[src/rtl/elbeth_ex_mem_register.sv]
// -----------------------------------------------------------------------------
// elbeth_ex_mem_register
//   EX->MEM pipeline register sitting directly after the ALU. Holds the ALU
//   result, store data and memory/writeback control for one instruction in a
//   head register (H), backed by a skid register (S). MEM can stall without
//   dropping an EX result. The head entry is also exported to the forwarding
//   unit, and misaligned load/store addresses are flagged.
//
// Ports
//   clk, rst             clock; synchronous active-high reset
//   ex_valid / ex_ready  upstream handshake (ex_ready is a flop output)
//   ex_*                 instruction fields from EX
//   flush                discard held and incoming instructions
//   mem_valid/mem_ready  downstream handshake
//   mem_*                head entry fields toward MEM
//   mem_misaligned       head is a load/store with a misaligned address
//   fwd_valid/_rd_addr/_data  forwarding view of the head entry
// -----------------------------------------------------------------------------
module elbeth_ex_mem_register #(
  parameter int unsigned DATA_WIDTH     = 32,
  parameter int unsigned REG_ADDR_WIDTH = 5
) (
  input  logic                      clk,
  input  logic                      rst,
  input  logic                      ex_valid,
  output logic                      ex_ready,
  input  logic [DATA_WIDTH-1:0]     ex_alu_result,
  input  logic [DATA_WIDTH-1:0]     ex_store_data,
  input  logic [REG_ADDR_WIDTH-1:0] ex_rd_addr,
  input  logic                      ex_rd_we,
  input  logic                      ex_mem_read,
  input  logic                      ex_mem_write,
  input  logic [1:0]                ex_mem_size,
  input  logic                      ex_mem_unsigned,
  input  logic                      flush,
  output logic                      mem_valid,
  input  logic                      mem_ready,
  output logic [DATA_WIDTH-1:0]     mem_alu_result,
  output logic [DATA_WIDTH-1:0]     mem_store_data,
  output logic [REG_ADDR_WIDTH-1:0] mem_rd_addr,
  output logic                      mem_rd_we,
  output logic                      mem_mem_read,
  output logic                      mem_mem_write,
  output logic [1:0]                mem_mem_size,
  output logic                      mem_mem_unsigned,
  output logic                      mem_misaligned,
  output logic                      fwd_valid,
  output logic [REG_ADDR_WIDTH-1:0] fwd_rd_addr,
  output logic [DATA_WIDTH-1:0]     fwd_data
);

  typedef struct packed {
    logic [DATA_WIDTH-1:0]     alu_result;
    logic [DATA_WIDTH-1:0]     store_data;
    logic [REG_ADDR_WIDTH-1:0] rd_addr;
    logic                      rd_we;
    logic                      mem_read;
    logic                      mem_write;
    logic [1:0]                mem_size;
    logic                      mem_unsigned;
  } entry_t;

  typedef enum logic [1:0] {
    EMPTY = 2'd0,
    ONE   = 2'd1,
    TWO   = 2'd2
  } state_t;

  state_t state_q, state_d;
  entry_t h_q, s_q, in_entry;
  logic   ex_ready_q;
  logic   accept, retire;
  logic   load_h_in, load_h_skid, load_s_in;

  // x0 is never a writeback or forwarding target.
  always_comb begin
    in_entry.alu_result   = ex_alu_result;
    in_entry.store_data   = ex_store_data;
    in_entry.rd_addr      = ex_rd_addr;
    in_entry.rd_we        = ex_rd_we & (ex_rd_addr != '0);
    in_entry.mem_read     = ex_mem_read;
    in_entry.mem_write    = ex_mem_write;
    in_entry.mem_size     = ex_mem_size;
    in_entry.mem_unsigned = ex_mem_unsigned;
  end

  assign mem_valid = (state_q != EMPTY);
  assign ex_ready  = ex_ready_q;
  assign accept    = ex_valid & ex_ready_q;
  assign retire    = mem_valid & mem_ready;

  always_comb begin
    state_d     = state_q;
    load_h_in   = 1'b0;
    load_h_skid = 1'b0;
    load_s_in   = 1'b0;
    if (flush) begin
      // Retire in this cycle still completes in MEM; everything else is dropped.
      state_d = EMPTY;
    end else begin
      case (state_q)
        EMPTY: begin
          if (accept) begin
            state_d   = ONE;
            load_h_in = 1'b1;
          end
        end
        ONE: begin
          if (accept && retire) begin
            load_h_in = 1'b1;
          end else if (accept) begin
            state_d   = TWO;
            load_s_in = 1'b1;
          end else if (retire) begin
            state_d = EMPTY;
          end
        end
        TWO: begin
          if (retire) begin
            state_d     = ONE;
            load_h_skid = 1'b1;
          end
        end
        default: state_d = EMPTY;
      endcase
    end
  end

  always_ff @(posedge clk) begin
    if (rst) begin
      state_q    <= EMPTY;
      ex_ready_q <= 1'b1;
      h_q        <= '0;
      s_q        <= '0;
    end else begin
      state_q    <= state_d;
      // Registered copy of (state != TWO) so ex_ready has no path from mem_ready.
      ex_ready_q <= (state_d != TWO);
      if (load_h_in)
        h_q <= in_entry;
      else if (load_h_skid)
        h_q <= s_q;
      if (load_s_in)
        s_q <= in_entry;
    end
  end

  assign mem_alu_result   = h_q.alu_result;
  assign mem_store_data   = h_q.store_data;
  assign mem_rd_addr      = h_q.rd_addr;
  assign mem_rd_we        = h_q.rd_we;
  assign mem_mem_read     = h_q.mem_read;
  assign mem_mem_write    = h_q.mem_write;
  assign mem_mem_size     = h_q.mem_size;
  assign mem_mem_unsigned = h_q.mem_unsigned;

  // Reserved size 11 on a memory access is reported as misaligned.
  assign mem_misaligned = (h_q.mem_read | h_q.mem_write) &
                          (((h_q.mem_size == 2'b01) & h_q.alu_result[0]) |
                           ((h_q.mem_size == 2'b10) & (h_q.alu_result[1:0] != 2'b00)) |
                           (h_q.mem_size == 2'b11));

  assign fwd_valid   = mem_valid & h_q.rd_we;
  assign fwd_rd_addr = h_q.rd_addr;
  assign fwd_data    = h_q.alu_result;

endmodule
[config.mk]
export PLATFORM = sky130hd
export DESIGN_NAME = elbeth_ex_mem_register
export DESIGN_NICKNAME = d
export VERILOG_FILES = /design/src/rtl/elbeth_ex_mem_register.sv
export SDC_FILE = /design/constraint.sdc
export NUM_CORES = 1
export LEC_CHECK = 0
export CAP_MARGIN = 40
export CORE_MARGIN = 5
export CORE_UTILIZATION = 44
export CTS_CLUSTER_DIAMETER = 150
export DETAILED_ROUTE_END_ITERATION = 12
export PLACE_DENSITY = 0.77
export SYNTH_ARGS = -nofsm -noshare
export SYNTH_HDL_FRONTEND = slang
export SYNTH_SLANG_ARGS = --single-unit
export TNS_END_PERCENT = 1
[constraint.sdc]
create_clock -name clk -period 1.4 [get_ports clk]
set_input_delay 0.28 -clock clk [delete_from_list [all_inputs] [get_ports clk]]
set_output_delay 0.28 -clock clk [all_outputs]
set_load 0.01 [all_outputs]
==> impl_metrics.toml <==
[logic_synthesis]
yosysTopAreaCell = "dfxtp_1"
ys_seq_area_share_pct = 43.1
synth_top_area_share_pct = 43.1
synth-edff-count = 0
ys.flop_type = "dfxtp_1"
synth_cell_types = 29
syn-num-nets = 912
syn_avg_cell_area_sq_um = 8.54
ys_async_sr_fraction_pct = 0
synth_area_leaders = "dfxtp_1, a311oi_2, nand2_1"
synth-seq-cells = 153
netlist_instances = 832
netlist_area_sq_um = 7110
ys_warn_count = 0

[setup_path]
worstPathArrival_ns = 1.75
worst-setup-path-type = "reg -> reg"
max_stage_delay_ns = 0.36
cp_max_fo = 35
slowest_stage = "and4bb_4"
endpoint_kind = "flip-flop"
cp_top_family = "simple AND/OR/NAND/NOR gates"
crit_chain = "buf_6, and4bb_4, nand2_4, buf_12, a311oi_2"
cp-start-kind = "flip-flop"
worstPathRequired_ns = 1.71
path_buf_inv = 2

[timing]
fin_crit_sh_pct = 103
setup_violations = 47
tns_ns = -0.596
hold_viol = 0
slew_headroom_pct = 76.2
rsz0062_at_grt = "yes"
max_slew.worst_pin.slew_ns = 0.356
fin_ws_ns = -0.0382
skew_ns = 0.0109
fmax_mhz = 695
drv_slew = 0
post-route-min-period_ns = 1.44

[route]
vias = 6844
route.antenna.remaining_nets = 0
drt_iter0_markers = 491
first_pass_iters = 5
post-route-drc-count = 0
drt-total-wl_microns = 21400
wl_per_cell_microns = 17.5
vias_per_cell = 5.61

[cts]
insertion_delay_ns = 0.42
cts-htree-levels = 4
cts_hold_buf = 0
clock-root-buffer = "clkbuf_16"
numCtsBuffers = 17
clkSinkCount = 153
cts.clk_slew.worst_paths_ns = 0.06
tritoncts = "done"
clockBufferDepth = 2

[floorplan]
ioPinCount = 196
die_x_microns = 137
row_count = 46
die-area_sq_um = 18800
start_util_pct = 44.7
die_h_microns = 137
core_region_area_sq_um = 15900

[global_routing]
grt_use_total_pct = 21.9
grt_max_degree = 66
grt_pass1_wl_microns = 33200
grt_remaining_overflow = 0
grt_pass1_vias = 6551
antenna_found_initial = 1

[power_and_ir_drop]
switching_share_pct = 24.9
p_per_area_nw_per_um2 = 1080
p_comb_share_pct = 14.4
ir_drop_mv = 0.772
p_seq_share_pct = 42.2
intPower_w = 0.00826
power_leakage_nw = 3.85
clkPwrFrac_pct = 43.4
report.power.total_w = 0.0110
power.switching_w = 0.00274

[min_path]
hold_path_class = "in -> reg"

[flow_run]
maxCapViolations = 0

[finish]
finalNetCount = 1069
layout-drive-gt1-share_pct = 23.8
area_growth_pct = 43.6

[status]
violations = "negative setup slack"
status = "finished with violations"

[placement]
globalplace.congestion = 0.807
portBuffers = 195
dp_hpwl_microns = 13500
## cell families (layout without fill, tap and decap cells)
logic type,Yosys count,in the layout,share of synthesized area (%)
AO/OA/AOI/OAI,234,234,25.9
flip-flops,153,153,43.1
buffers and inverters,132,302,10.8
other,0,1,0
multiplexers,1,1,0.141
AND/OR/NAND/NOR,311,311,20.0
XOR/XNOR,1,1,0.123
## timing repair
action / CTS / global route
setup buffers: 0 / 1
cloned: 0 / 5
endpoints found under the setup margin: 212 / 164
pin swaps: 5 / 9
gates resized for setup: 171 / 51
## area by class of cell
| type | count | area (sq um) |
|---|---|---|
| diodes | 1 | 2.50 |
| clock buffers | 22 | 474 |
| clock inverters | 10 | 139 |
| fillers | 1382 | 5680 |
| inverters | 4 | 15.0 |
| multi-input cells | 547 | 3540 |
| flip-flops and latches | 153 | 3080 |
| well taps | 216 | 270 |
| repair buffers | 266 | 2680 |
## final timing paths
path | from | end | slack (ns) | cells past startpoint
max | state_q[1] | mem_mem_read | -0.04 | 5
min | rst | s_q[27] | 0.23 | 2
max reg2reg | state_q[1] | mem_mem_read | -0.04 | 5
min reg2reg | s_q[64] | s_q[64] | 0.47 | 2
## cell usage in the layout (no fill, tap or decap), types with 42 or more instances in the layout
| master | instances |
|---|---|
| nand3_1 | 75 |
| a311oi_2 | 66 |
| nand2_1 | 148 |
| o21ai_0 | 58 |
| dfxtp_1 | 142 |
| buf_4 | 42 |
| a21oi_1 | 71 |
| dlygate4sd2_1 | 102 |
| clkdlybuf4s50_1 | 77 |
| nor3_1 | 47 |
## per-stage QoR
stage                     hold WS, ns  utilization [%]  std cells  worst slack (ns)  area (sq um)
after CTS                       0.221             63.0       1212            -0.169         10000
after global routing            0.233             64.2       1219            -0.120         10200
final                           0.230             64.2       1219           -0.0382         10200
after global placement          0.461             59.1       1180            -0.415          9390
after floorplan                 0.356                -        832            0.0481          7110
after detailed placement        0.467             59.1       1180            -0.487          9390
## cells in the mapped netlist (4+ instances only)
| master | instances |
|---|---|
| a21oi_1 | 78 |
| a311oi_1 | 14 |
| a311oi_2 | 60 |
| buf_2 | 36 |
| buf_4 | 44 |
| buf_6 | 8 |
| clkbuf_1 | 40 |
| dfxtp_1 | 153 |
| inv_1 | 4 |
| nand2_1 | 150 |
| nand3_1 | 75 |
| nor3_1 | 74 |
| o21ai_0 | 73 |
| o21ai_1 | 5 |
## layer usage
layer  up-vias  GRT usage [%]  share of wire (%)
met5         -              0                  0
met4         0           6.04                1.5
met3        29           4.85                6.6
met2       257           35.0                 48
met1      3276           29.7                 44
li1       3282              -                  -
## flip-flops by register name (all words and copies together) (netlist names)
signal,cells
s_q,75
fwd_data,32
mem_store_data,32
fwd_rd_addr,5
mem_mem_size,2
state_q,2
ex_ready,1
mem_mem_read,1
mem_mem_unsigned,1
mem_mem_write,1
mem_rd_we,1
## power groups by stage
stage	sequential [W]	combinational, W	clock, W
5_1_grt	0.00466	0.00170	0.00505
2_1_floorplan	0.00479	0.000748	0
4_1_cts	0.00464	0.00157	0.00484
3_5_place_dp	0.00473	0.00169	0
6_report	0.00464	0.00158	0.00477
3_3_place_gp	0.00473	0.00167	0
## worst register-to-register path, cell delays in order, from the launching register on
cell and delay (ns):
dfxtp_2 0.32, buf_6 0.12, and4bb_4 0.36, nand2_4 0.09, buf_12 0.19, a311oi_2 0.27
Power figures use the tool's default switching activity.
